<file path="src/rtl/ws2811_pixel_receiver.sv">
// ws2811_pixel_receiver: receive side of one WS2811 pixel.
// Decodes the NRZ pulse-width stream, keeps the first 24-bit word of each
// frame, forwards every later bit on serial_out and latches the kept word
// to rgb_out when a reset gap (long low) is seen.
// Optional build macro: WS2811_PULSE_CHECK_EN adds a pulse-length checker
// and the pulse_err_count output.
//
// Handshake: rgb_strobe is a one-cycle valid pulse with no ready; rgb_out is
// stable from that cycle until the next strobe. word_ready is a level that
// rises when the 24th bit is captured and falls at the following reset gap.
module ws2811_pixel_receiver #(
    parameter int BIT_THRESHOLD = 20,
    parameter int RESET_CYCLES  = 2500
`ifdef WS2811_PULSE_CHECK_EN
    ,
    // Pulse limits only exist when the checker is built in.
    parameter int MIN_PULSE     = 5,
    parameter int MAX_PULSE     = 60
`endif
) (
    input  logic        clock,
    input  logic        reset,
    input  logic        serial_in,
    output logic        serial_out,
    output logic [23:0] rgb_out,
    output logic        rgb_strobe,
    output logic        word_ready,
    output logic [1:0]  db_state
`ifdef WS2811_PULSE_CHECK_EN
    ,
    output logic [7:0]  pulse_err_count
`endif
);

    localparam int CNT_W = $clog2(RESET_CYCLES + 1);
    localparam logic [CNT_W-1:0] CNT_MAX  = CNT_W'(RESET_CYCLES);
    localparam logic [CNT_W-1:0] GAP_LAST = CNT_W'(RESET_CYCLES - 1);
    localparam logic [CNT_W-1:0] THR      = CNT_W'(BIT_THRESHOLD);
`ifdef WS2811_PULSE_CHECK_EN
    localparam logic [CNT_W-1:0] MIN_LIM  = CNT_W'(MIN_PULSE);
    localparam logic [CNT_W-1:0] MAX_LIM  = CNT_W'(MAX_PULSE);
`endif

    localparam logic [1:0] ST_WAIT_GAP = 2'd0;
    localparam logic [1:0] ST_ARM      = 2'd1;
    localparam logic [1:0] ST_HIGH     = 2'd2;
    localparam logic [1:0] ST_FORWARD  = 2'd3;

    logic             sync_q;
    logic             s_in;
    logic             s_prev;
    logic [CNT_W-1:0] hi_cnt;
    logic [CNT_W-1:0] lo_cnt;
    logic [1:0]       state;
    logic [4:0]       bit_cnt;
    logic [23:0]      shift_q;
    logic             rise;
    logic             fall;
    logic             gap_hit;
    logic             bit_val;

    // The data line is asynchronous; two flops before any decoding, one more
    // to find edges.
    always_ff @(posedge clock or negedge reset) begin
        if (!reset) begin
            sync_q <= 1'b0;
            s_in   <= 1'b0;
            s_prev <= 1'b0;
        end else begin
            sync_q <= serial_in;
            s_in   <= sync_q;
            s_prev <= s_in;
        end
    end

    // Level-time counters: each saturates and clears on the opposite level.
    always_ff @(posedge clock or negedge reset) begin
        if (!reset) begin
            hi_cnt <= '0;
            lo_cnt <= '0;
        end else if (s_in) begin
            hi_cnt <= (hi_cnt == CNT_MAX) ? hi_cnt : hi_cnt + 1'b1;
            lo_cnt <= '0;
        end else begin
            lo_cnt <= (lo_cnt == CNT_MAX) ? lo_cnt : lo_cnt + 1'b1;
            hi_cnt <= '0;
        end
    end

    assign rise    = s_in & ~s_prev;
    assign fall    = ~s_in & s_prev;
    // Fires in the cycle the low time reaches RESET_CYCLES; the saturated
    // counter keeps it from firing again in the same low period.
    assign gap_hit = ~s_in & (lo_cnt == GAP_LAST);
    // On a falling edge hi_cnt still holds the full high time.
    assign bit_val = (hi_cnt >= THR);

    // Frame FSM: gap sync, bit capture, forwarding and word latch.
    always_ff @(posedge clock or negedge reset) begin
        if (!reset) begin
            state      <= ST_WAIT_GAP;
            bit_cnt    <= '0;
            shift_q    <= '0;
            word_ready <= 1'b0;
            rgb_out    <= '0;
            rgb_strobe <= 1'b0;
            serial_out <= 1'b0;
`ifdef WS2811_PULSE_CHECK_EN
            pulse_err_count <= '0;
`endif
        end else begin
            rgb_strobe <= 1'b0;
            serial_out <= (state == ST_FORWARD) & s_in;
            case (state)
                ST_WAIT_GAP: begin
                    if (gap_hit) state <= ST_ARM;
                end
                ST_ARM, ST_FORWARD: begin
                    if (gap_hit) begin
                        if (word_ready) begin
                            rgb_out    <= shift_q;
                            rgb_strobe <= 1'b1;
                        end
                        bit_cnt    <= '0;
                        word_ready <= 1'b0;
                        state      <= ST_ARM;
                    end else if (rise && state == ST_ARM) begin
                        state <= ST_HIGH;
                    end
                end
                default: begin
                    if (fall) begin
`ifdef WS2811_PULSE_CHECK_EN
                        if (hi_cnt < MIN_LIM || hi_cnt > MAX_LIM) begin
                            if (pulse_err_count != 8'hFF)
                                pulse_err_count <= pulse_err_count + 1'b1;
                            bit_cnt <= '0;
                            state   <= ST_WAIT_GAP;
                        end else
`endif
                        begin
                            shift_q <= {shift_q[22:0], bit_val};
                            if (bit_cnt == 5'd23) begin
                                bit_cnt    <= 5'd24;
                                word_ready <= 1'b1;
                                state      <= ST_FORWARD;
                            end else begin
                                bit_cnt <= bit_cnt + 1'b1;
                                state   <= ST_ARM;
                            end
                        end
                    end
                end
            endcase
        end
    end

    assign db_state = state;

endmodule

</file>
<file path="config.mk">
export PLATFORM = sky130hd
export DESIGN_NAME = ws2811_pixel_receiver
export DESIGN_NICKNAME = d
export VERILOG_FILES = /design/src/rtl/ws2811_pixel_receiver.sv
export SDC_FILE = /design/constraint.sdc
export NUM_CORES = 1
export LEC_CHECK = 0
export ABC_AREA = 0
export ABC_CLOCK_PERIOD_IN_PS = 1700
export BUFFER_PORTS_ARGS = -buffer_cell sky130_fd_sc_hd__buf_2
export CAP_MARGIN = 5
export CELL_PAD_IN_SITES_DETAIL_PLACEMENT = 0
export CELL_PAD_IN_SITES_GLOBAL_PLACEMENT = 1
export CORE_UTILIZATION = 44
export CTS_CLUSTER_SIZE = 14
export DETAILED_ROUTE_END_ITERATION = 8
export PLACE_DENSITY_LB_ADDON = 0.1
export SLEW_MARGIN = 20
export SYNTH_ARGS = -nofsm -noshare
export SYNTH_HDL_FRONTEND = slang
export SYNTH_SLANG_ARGS = --single-unit
</file>
<file path="constraint.sdc">
create_clock -name clock -period 1.7 [get_ports clock]
set_input_delay 0 -clock clock [delete_from_list [all_inputs] [get_ports clock]]
set_output_delay 0 -clock clock [all_outputs]
set_load 0.01 [all_outputs]
</file>
==> results.json <==
{
  "ys.flop_type": "dfrtp_1",
  "skew_ns": 0.00839,
  "route.detailed.wl_per_inst_um": 13.7,
  "hold_violations": 0,
  "cp-start-kind": "flip-flop",
  "timing.final.crit_share_pct": 94.4,
  "grt_overflow": 0,
  "synth_top_area_share_pct": 57.1,
  "clockBufferDepth": 2,
  "final_cells": 453,
  "yosysMostFrequentCell": "dfrtp_1",
  "grtUsageTotal_pct": 15.8,
  "cap_violations": 0,
  "fmax_mhz": 623,
  "hold_class": "in2async",
  "grt_pass1_vias": 2230,
  "avgViaCountPerCell": 5.05,
  "diodes": 0,
  "synth_seq_cells": 85,
  "ir_drop_mv": 0.563,
  "crit_chain": "inv_1, ha_1, nand4b_1, or4b_1, nand2_1, a21oi_1",
  "finish.net_count": 351,
  "dp_slack_ns": 0.0846,
  "critPathBufInv": 1,
  "tns_ns": 0,
  "final_util_pct": 53.1,
  "placed_cell_area_mm2": 0.00414,
  "cts_resized": 0,
  "end_kind": "flip-flop",
  "synth_nets": 297,
  "drtIter0Drc": 57,
  "cts_buffers": 9,
  "whs_ns": 0.163,
  "cpLargestDelayFamily": "simple AND/OR/NAND/NOR gates",
  "worstPathMaxFanout": 4,
  "postSynthCellCount": 289,
  "synth.distinct_cells": 42,
  "status": "complete, no violations",
  "yosysSeqAreaShare_pct": 57.1,
  "async_flop_share_pct": 100,
  "synth.area.top_cells": "dfrtp_1 57%, mux2_4 8.1%, mux2_2 7.9%",
  "die_x_um": 94.0,
  "slowest_stage": "or4b_1",
  "place.gp.congestion": 0.735,
  "synth_edf_count": 0,
  "rows": 33,
  "drive_above_1_share_pct": 34.2,
  "yosys_warnings": 0,
  "period_needed_ns": 1.60,
  "required_ns": 1.94,
  "dp.cells": 435,
  "finalInstanceArea_mm2": 0.00436,
  "syn_avg_cell_area_um2": 12.9,
  "syn2layout_area_growth_pct": 17.2,
  "synthesis.area_mm2": 0.00372,
  "critPathMaxStageDelay_ns": 0.57,
  "setup_viol": 0,
  "fin_ws_ns": 0.0950,
  "drc": 0,
  "grt_start_max_net_pins": 42,
  "port_buffers": 31,
  "path_class": "reg2reg",
  "hpwl_um": 4300,
  "clk_pin_slew_worst_paths_ns": 0.09,
  "clock_latency_ns": 0.35,
  "synth_common_cells": "85 x dfrtp_1, 26 x mux2_2, 24 x nor2_1",
  "htreeDepth": 3,
  "synth.largest_area_cell": "dfrtp_1",
  "worstPathArrival_ns": 1.85,
  "first_pass_iters": 4,
  "cts_tree": "done",
  "tightest_slew_ns": 0.533,
  "start_util_pct": 45.3,
  "finalPower_mw": 3.64,
  "coreArea_mm2": 0.00822,
  "ant_nets": 0,
  "antenna_found_initial": 0,
  "grt_pass1_wl_um": 10700,
  "drt_wl_total_um": 6210,
  "dieArea_mm2": 0.00883,
  "die_h_um": 94.0,
  "ioPinCount": 32,
  "slew_violations": 0,
  "vias": 2286,
  "clockRootBuffer": "clkbuf_8",
  "powerDensity_mw_per_mm2": 834,
  "rsz0062_at_grt": "false",
  "leakagePower_nw": 2.20,
  "relSlewSlack_pct": 64.4,
  "cts_num_sinks": 85
}
## layer usage
layer | track usage [%] | wire [µm]
met1 | 21.3 | 3040
met3 | 3.64 | 192
met4 | 6.15 | 85
met2 | 24.6 | 2900
met5 | 0 | 0
## repair_timing
item,in CTS,in global routing
hold buffers,2,0
endpoints found under the setup margin,0,0
setup buffers,0,0
endpoints found under the hold margin,40,0
## path summary, 6_finish.rpt
check / start / to / slack (ns) / cells past startpoint
setup / recovery: hi_cnt[0]$_DFFE_PN0P_ / hi_cnt[1]$_DFFE_PN0P_ / 0.1 / 6
hold / removal: reset / shift_q[4]$_DFFE_PN0P_ / 0.16 / 2
setup reg to reg: hi_cnt[0]$_DFFE_PN0P_ / hi_cnt[1]$_DFFE_PN0P_ / 0.1 / 6
hold reg to reg: sync_q$_DFF_PN0_ / s_in$_DFF_PN0_ / 0.38 / 0
max in group asynchronous: reset / shift_q[10]$_DFFE_PN0P_ / 0.88 / 3
min in group clock: serial_in / sync_q$_DFF_PN0_ / 0.28 / 2
## flip-flops by register name (all words and copies together), names as in the netlist
signal,flops
rgb_out,24
shift_q,24
hi_cnt,12
lo_cnt,12
bit_cnt,5
db_state,2
rgb_strobe,1
s_in,1
s_prev,1
serial_out,1
sync_q,1
word_ready,1
## cell families after synthesis
| kind of cell | count (synthesis) | share of synthesized area, % |
|---|---|---|
| multiplexers | 49 | 16.8 |
| flip-flops | 85 | 57.1 |
| AND/OR/NAND/NOR | 84 | 12.8 |
| buffers and inverters | 22 | 3.26 |
| XOR/XNOR | 18 | 4.24 |
| AO/OA/AOI/OAI | 26 | 4.10 |
| adder cells (fa/ha/maj) | 5 | 1.68 |
## placed cells by master (no fill, tap or decap), types with 4 or more instances in the layout
cell type	count
mux2_2	26
buf_2	30
xnor2_1	14
o21ai_0	9
a21oi_1	7
dfrtp_1	85
inv_1	12
nand2_1	10
nor2_1	24
buf_4	18
mux2_4	20
nand3_1	12
clkbuf_8	9
nand4_1	7
ha_1	5
xor2_1	4
nor3_1	9
## where the power goes
part / leakage (nW) / total (mW) / switching (mW) / internal [mW]
registers: 1.18 / 2.05 / 0.0151 / 2.03
logic: 0.914 / 0.118 / 0.0756 / 0.0428
clock network: 0.107 / 1.47 / 0.766 / 0.705
## cell type report
cell class	instances	area [µm²]
Fill cell	779	3850
Sequential cell	85	2130
Multi-Input combinational cell	182	1490
Timing Repair Buffer	53	365
Tap cell	105	131
Clock buffer	9	124
Clock inverter	7	81.3
Inverter	12	45.0
No activity file was read; power rests on OpenSTA's default activity.
